$ cat config.mk
export PLATFORM = sky130hd
export DESIGN_NAME = alu_mc
export DESIGN_NICKNAME = d
export VERILOG_FILES = /design/src/rtl/alu_mc.sv
export SDC_FILE = /design/constraint.sdc
export NUM_CORES = 1
export LEC_CHECK = 0
export ABC_AREA = 1
export CAP_MARGIN = 5
export CORE_UTILIZATION = 60
export CTS_CLUSTER_SIZE = 20
export DETAILED_ROUTE_END_ITERATION = 6
export DONT_BUFFER_PORTS = 1
export GPL_ROUTABILITY_DRIVEN = 0
export GPL_TIMING_DRIVEN = 0
export HOLD_SLACK_MARGIN = 0.05
export PLACE_DENSITY = 0.76
export SYNTH_ARGS = -nofsm -noshare
export SYNTH_HDL_FRONTEND = slang
export SYNTH_SLANG_ARGS = --single-unit
$ cat constraint.sdc
create_clock -name clk -period 3.9 [get_ports clk]
set_input_delay 0.78 -clock clk [delete_from_list [all_inputs] [get_ports clk]]
set_output_delay 0.78 -clock clk [all_outputs]
set_load 0.01 [all_outputs]
$ cat src/rtl/alu_mc.sv
// rtl/alu_mc.sv - multi-cycle saturating ALU with start/done handshake and bit-serial shifts
module alu_mc #(
  parameter int WIDTH   = 16,
  parameter int LANE    = 4,
  parameter int SHAMT_W = 4
) (
  input  logic             clk,
  input  logic             rst_n,
  input  logic             start,
  input  logic [2:0]       opcode,
  input  logic [WIDTH-1:0] a,
  input  logic [WIDTH-1:0] b,
  output logic             busy,
  output logic             done,
  output logic [WIDTH-1:0] result,
  output logic [2:0]       flags,
  output logic             error
);

  typedef enum logic [1:0] {S_IDLE, S_EXEC, S_DONE} state_t;

  localparam logic [2:0] OP_ADD    = 3'b000;
  localparam logic [2:0] OP_SUB    = 3'b001;
  localparam logic [2:0] OP_XOR    = 3'b010;
  localparam logic [2:0] OP_RED    = 3'b011;
  localparam logic [2:0] OP_SLL    = 3'b100;
  localparam logic [2:0] OP_SRA    = 3'b101;
  localparam logic [2:0] OP_ROR    = 3'b110;
  localparam logic [2:0] OP_PADDSB = 3'b111;

  localparam logic [WIDTH-1:0] SAT_MAX  = {1'b0, {(WIDTH-1){1'b1}}};
  localparam logic [WIDTH-1:0] SAT_MIN  = {1'b1, {(WIDTH-1){1'b0}}};
  localparam logic [LANE-1:0]  LANE_MAX = {1'b0, {(LANE-1){1'b1}}};
  localparam logic [LANE-1:0]  LANE_MIN = {1'b1, {(LANE-1){1'b0}}};

  state_t             state_q;
  logic [2:0]         op_q;
  logic [WIDTH-1:0]   a_q;
  logic [WIDTH-1:0]   b_q;
  logic [SHAMT_W-1:0] cnt_q;
  logic               busy_q;
  logic               done_q;
  logic [WIDTH-1:0]   result_q;
  logic [2:0]         flags_q;
  logic               error_q;

  logic [WIDTH:0]     addsub_ext;
  logic               addsub_ovf;
  logic [WIDTH-1:0]   addsub_sat;
  logic [WIDTH-1:0]   red_sum;
  logic [WIDTH-1:0]   padd_res;
  logic [LANE:0]      lane_sum;
  logic [WIDTH-1:0]   shift_step;
  logic               is_shift;
  logic               is_arith;
  logic               last_step;
  logic [WIDTH-1:0]   fin_res_d;
  logic [2:0]         fin_flags_d;
  logic               fin_err_d;

  always_comb begin
    is_shift = (op_q == OP_SLL) || (op_q == OP_SRA) || (op_q == OP_ROR);
    is_arith = (op_q == OP_ADD) || (op_q == OP_SUB);
    last_step = !is_shift || (cnt_q <= SHAMT_W'(1));

    // One extra sign bit exposes signed overflow as a mismatch of the top two bits
    if (op_q == OP_SUB) addsub_ext = {a_q[WIDTH-1], a_q} - {b_q[WIDTH-1], b_q};
    else                addsub_ext = {a_q[WIDTH-1], a_q} + {b_q[WIDTH-1], b_q};
    addsub_ovf = addsub_ext[WIDTH] ^ addsub_ext[WIDTH-1];
    if (addsub_ovf) addsub_sat = addsub_ext[WIDTH] ? SAT_MIN : SAT_MAX;
    else            addsub_sat = addsub_ext[WIDTH-1:0];

    red_sum = '0;
    for (int i = 0; i < WIDTH/8; i++) begin
      red_sum = red_sum + WIDTH'($signed(a_q[8*i +: 8])) + WIDTH'($signed(b_q[8*i +: 8]));
    end

    padd_res = '0;
    lane_sum = '0;
    for (int i = 0; i < WIDTH/LANE; i++) begin
      lane_sum = {a_q[i*LANE+LANE-1], a_q[i*LANE +: LANE]} +
                 {b_q[i*LANE+LANE-1], b_q[i*LANE +: LANE]};
      if (lane_sum[LANE] ^ lane_sum[LANE-1])
        padd_res[i*LANE +: LANE] = lane_sum[LANE] ? LANE_MIN : LANE_MAX;
      else
        padd_res[i*LANE +: LANE] = lane_sum[LANE-1:0];
    end

    case (op_q)
      OP_SLL:  shift_step = {a_q[WIDTH-2:0], 1'b0};
      OP_SRA:  shift_step = {a_q[WIDTH-1], a_q[WIDTH-1:1]};
      default: shift_step = {a_q[0], a_q[WIDTH-1:1]};
    endcase

    case (op_q)
      OP_ADD, OP_SUB:         fin_res_d = addsub_sat;
      OP_XOR:                 fin_res_d = a_q ^ b_q;
      OP_RED:                 fin_res_d = red_sum;
      OP_SLL, OP_SRA, OP_ROR: fin_res_d = (cnt_q == '0) ? a_q : shift_step;
      default:                fin_res_d = padd_res;
    endcase

    fin_err_d   = is_arith & addsub_ovf;
    fin_flags_d = {fin_res_d == '0,
                   is_arith ? addsub_ovf : flags_q[1],
                   is_arith ? addsub_sat[WIDTH-1] : flags_q[0]};
  end

  always_ff @(posedge clk or negedge rst_n) begin
    if (!rst_n) begin
      state_q  <= S_IDLE;
      op_q     <= '0;
      a_q      <= '0;
      b_q      <= '0;
      cnt_q    <= '0;
      busy_q   <= 1'b0;
      done_q   <= 1'b0;
      result_q <= '0;
      flags_q  <= '0;
      error_q  <= 1'b0;
    end else begin
      case (state_q)
        S_EXEC: begin
          if (last_step) begin
            result_q <= fin_res_d;
            flags_q  <= fin_flags_d;
            error_q  <= fin_err_d;
            cnt_q    <= '0;
            busy_q   <= 1'b0;
            done_q   <= 1'b1;
            state_q  <= S_DONE;
          end else begin
            // Shifts walk a_q one bit position per cycle
            a_q   <= shift_step;
            cnt_q <= cnt_q - SHAMT_W'(1);
          end
        end
        default: begin
          done_q <= 1'b0;
          if (start) begin
            op_q    <= opcode;
            a_q     <= a;
            b_q     <= b;
            cnt_q   <= b[SHAMT_W-1:0];
            busy_q  <= 1'b1;
            state_q <= S_EXEC;
          end else begin
            state_q <= S_IDLE;
          end
        end
      endcase
    end
  end

  assign busy   = busy_q;
  assign done   = done_q;
  assign result = result_q;
  assign flags  = flags_q;
  assign error  = error_q;

endmodule

After elaboration in Yosys (flattened, before gate mapping) --
Index checks and enable logic that the tools add are counted.
Operators by class: add/subtract/negate cells 10, equal/unequal tests 9, mux-type cells 28, bitwise operators 8, order comparisons 1, reductions and logical operators 16
Operators with widths (count):
- 16-bit 2-to-1 mux | 6
- 16-bit case mux with 4 select lines | 1
- 4-bit 2-to-1 mux | 11
- 16-bit case mux with 2 select lines | 1
- 4-bit by 4-bit adder with 5-bit output | 4
- 16-bit by 16-bit adder with 17-bit output | 1
- 17-bit 2-to-1 mux | 1
- 16-bit by 16-bit subtractor with 17-bit output | 1
- 16-bit logical NOT | 1
- 16-bit bitwise XOR | 1
- 10-bit by 8-bit adder with 11-bit output | 1
- 9-bit by 8-bit adder with 10-bit output | 1
- 8-bit by 8-bit adder with 9-bit output | 1
- 3-bit equality test, second input constant | 3
- 2-bit AND reduction | 4
- 3-bit by 2-bit equality test with 1-bit output, second input constant | 2
- 1-bit 2-to-1 mux | 6
- 1-bit bitwise XOR | 5
- 4-bit by 1-bit less-or-equal comparator with 1-bit output, second input constant | 1
- 4-bit logical NOT | 1
- 1-bit logical OR | 4
- 2-bit 2-to-1 mux | 2
- 2-bit != test, second input constant | 2
- 4-bit by 1-bit subtractor with 4-bit output, second input constant | 1
- 10 further kinds | 10
Storage, ports and cells: output and inout bits 22, register bits after elaboration 63, word-level logic and storage cells 83

Depth between registers and ports, before layout --
depth in word-level cells 7, depth in mapped cells 31, gate-level depth less buffers 31

Worst setup path before layout --
OpenSTA, ideal clock, no wires.
path type register to register, from reg a_q[1], to reg flags_q[2], in the netlist flags[2], period minus slack after synthesis 3.281 ns, buffers on the path 0, slack 0.619 ns, stages on the path, launching flop included 24, arrival 3.164 ns, cells stage by stage dfrtp_1 inv_1 fa_1 fa_1 inv_1 ha_1 inv_1 fa_1 inv_1 nand3_1 nand2_1 nand2_1 nand2_1 a21oi_1 nand2_1 nand2_1 o211ai_1 inv_1 nand2_1 nand2_1 nand3_1 nor2_1 nand3_1 nand2_1
Between the ends: word-level cells in the longest chain between the ends 6
RTL lines:
- start, declared | line 38 | logic [WIDTH-1:0] a_q;
- start signal, assigned | line 134 | a_q <= shift_step;
- parallel branches: the longest is 4 deep, another holds 10-bit by 8-bit adder with 11-bit output
- 16-bit case mux with 4 select lines * | line 95 | case (op_q)
- 16-bit logical NOT * | line 104 | fin_flags_d = {fin_res_d == '0,
- end signal, assigned | line 126 | flags_q <= fin_flags_d;
- end, declared | line 44 | logic [2:0] flags_q;
Every way passes the cells marked *. A chain may end at the register's enable or synchronous reset.

Worst setup path after layout --
Same ends and word-level chain as after synthesis.

==> flow_metrics.env <==
export IMPL_status="completed"
export IMPL_cp_start_kind="register"
export IMPL_area_growth_pct=12.42
export IMPL_min_period_ps=3787
export IMPL_ys_ff_latch=62
export IMPL_cts_root_buf="clkbuf_8"
export IMPL_antenna_found_initial=0
export IMPL_route_antenna_remaining_nets=0
export IMPL_worst_slew_pin_slew_ps=743.2
export IMPL_synth_distinct_cells=52
export IMPL_core_area_um2=10230
export IMPL_grt_usage=0.3664
export IMPL_clkLatencyLatePin_ps=380
export IMPL_arrival_ps=4050
export IMPL_setup_violations=0
export IMPL_cts_made_buffers=9
export IMPL_pin_count=60
export IMPL_hold_buffers=0
export IMPL_clock_sinks=62
export IMPL_seq_area_frac_synth=0.2468
export IMPL_avgSynthCellArea_um2=7.033
export IMPL_dp_hpwl_mm=15.30
export IMPL_grt_max_degree=63
export IMPL_crit_top_cell="nand2_1"
export IMPL_syn_inst=894
export IMPL_hold_path_class="input port to asynchronous set/reset pin"
export IMPL_r2r_cells=23
export IMPL_fin_setup_tns_ps=0
export IMPL_end_kind="register"
export IMPL_htree_levels=3
export IMPL_worst_slack_ps=112.5
export IMPL_hold_viol=0
export IMPL_slew_viol_final=0
export IMPL_drive_gt1_frac=0.1494
export IMPL_vias_per_cell=6.001
export IMPL_dieArea_um2=10890
export IMPL_crit_slowest_cell="fa_1"
export IMPL_relSlewSlack=0.5018
export IMPL_post_route_period_util=0.9712
export IMPL_initial_core_util=0.6145
export IMPL_max_stage_delay_ps=540
export IMPL_wl_per_cell_um=18.50
export IMPL_vias=6439
export IMPL_holdWs_ps=95.54
export IMPL_netlist_area_um2=6287
export IMPL_ctsLongestPathBuffers=2
export IMPL_drtIter0Drc=751
export IMPL_netlist_top_cells_area="dfrtp_1, nand2_1, ha_1"
export IMPL_antenna_cells=0
export IMPL_worstPathRequired_ps=4170
export IMPL_yosysTopAreaCell="dfrtp_1"
export IMPL_pre_cts_ws_ps=-190.7
export IMPL_ys_warnings_count=0
export IMPL_grt_pass1_vias=6061
export IMPL_io_buffer_count=0
export IMPL_r2r_start="a_q[1]"
export IMPL_crit_path_cell_trace="clkinvlp_4 > fa_1 > fa_1 > inv_2 > ha_4 > inv_1 > fa_1 > inv_2 > nand3_1 > nand2_2 > nand2_1 > nand2_1 > a21oi_1 > nand2_1 > nand2_1 > o211ai_1 > inv_1 > nand2_1 > nand2_1 > nand3_1 > nor2_1 > nand3_1 > nand2_1"
export IMPL_wirelength_mm=19.86
export IMPL_finClkSkew_ps=11.13
export IMPL_syn_nets=1006
export IMPL_maxCapViolations=0
export IMPL_chipHeight_um=104.4
export IMPL_synth_top_area_frac=0.2468
export IMPL_cts_tree="built"
export IMPL_grt_pass1_wl_mm=30.78
export IMPL_worstPathMaxFanout=4
export IMPL_fmax_ghz=0.2640
export IMPL_async_flop_share=1.000
export IMPL_chipWidth_um=104.4
export IMPL_clk_pin_slew_worst_paths_ps=80
export IMPL_drc=0
export IMPL_firstDrtPassIters=7
export IMPL_startpoint="a_q[1]"
export IMPL_rows=37
export IMPL_synth_edf_count=0
export IMPL_synth_top_flop_cell="dfrtp_1"
export IMPL_final_nets=1044
export IMPL_grt_overflow_total=0
export IMPL_critical_path_class="register to register"
-- per-layer routing --
layer  global-route usage  vias up  wire (um)
met5                    0        -          0
met4               0.1888        0        917
met3              0.08584       74       1916
met2               0.5837      366       9205
met1               0.4628     3005       7816
li1                     -     2994          -
-- kinds of logic after synthesis --
kind of cell	after synthesis	synth area share
fa+ha+maj	74	0.1735
mux	7	0.01254
simple gates	370	0.2484
xor+xnor	35	0.04876
flops	62	0.2468
compound gates	195	0.1777
buf+inv	151	0.09234
-- stage by stage --
stage | utilization | instance area [um2] | std cells
2_1_floorplan | - | 6287 | 894
6_report | 0.6908 | 7068 | 1073
3_5_place_dp | 0.6312 | 6457 | 1030
4_1_cts | 0.6531 | 6681 | 1046
3_3_place_gp | 0.6312 | 6457 | 1030
5_1_grt | 0.6908 | 7068 | 1073
-- Yosys cell counts, drive strengths merged (3+ instances only) --
cell type,n
buf,4
or2,7
mux2,7
o22ai,6
xnor2,14
a31oi,7
nor2,74
ha,52
inv,129
xor2,21
nand3,31
o21bai,3
a21oi,52
o21ai,92
clkbuf,17
o211ai,18
fa,22
dfrtp,62
nor3,10
nand2,242
-- worst max-delay path: cells and delay by family (launching register included) --
family | cells | cell delay (ps)
and+or+nand+nor | 12 | 870
AOI/OAI and AO/OA | 2 | 410
adders and majority gates | 4 | 1530
buffers and inverters | 5 | 440
DFF | 1 | 420
-- cell usage in the layout (no fill, tap or decap), types with 3 or more instances in the layout --
cell          n
xor2_1       21
mux2_2        7
o22ai_1       6
o211ai_1     18
nor2_1       68
nor3_1        8
dfrtp_2      15
or2_2         6
clkbuf_1     16
nand2_4       4
nand2_2      12
a31oi_1       7
buf_6         3
nor2_4        3
a21oi_1      47
nand3_2       3
o21ai_0      84
buf_4        27
nor2_2        3
xnor2_1      14
fa_1         21
a21oi_2       4
dfrtp_1      47
ha_4          4
clkbuf_8     10
o21ai_1       6
nand2_1     226
o21bai_1      3
ha_1         45
inv_1       113
inv_2        12
ha_2          3
clkinvlp_4    4
nand3_1      26
-- timing repair --
| item | CTS | global route |
|---|---|---|
| pin swaps | 0 | 10 |
| buffers inserted | 0 | 26 |
| endpoints found under the setup margin | 4 | 12 |
| gates cloned | 0 | 1 |
| resized for setup | 7 | 64 |
-- layout make-up --
type,instances,area (um2)
Fill cell,872,3163
Tap cell,136,170.2
Clock inverter,6,70.07
Timing Repair Buffer,27,206.4
Multi-Input combinational cell,681,4313
Clock buffer,10,137.6
Inverter,130,500.5
Buffer,21,100.1
Sequential cell,62,1570
-- flip-flops by register name (all words and copies together), names as in the netlist --
register,flops
a_q,16
b_q,16
result,16
cnt_q,4
flags,3
op_q,3
state_q,2
busy,1
error,1
-- final timing paths --
check	to	slack, ps
min reg2reg	busy	540
max reg2reg	flags[2]	110
max	flags[2]	110
min in group clk	busy	540
min	flags[0]	100
max in group asynchronous	b_q[4]	3620
Power is not shown: default switching activity piles up to over one toggle a cycle in this logic, so the estimate is an artifact.
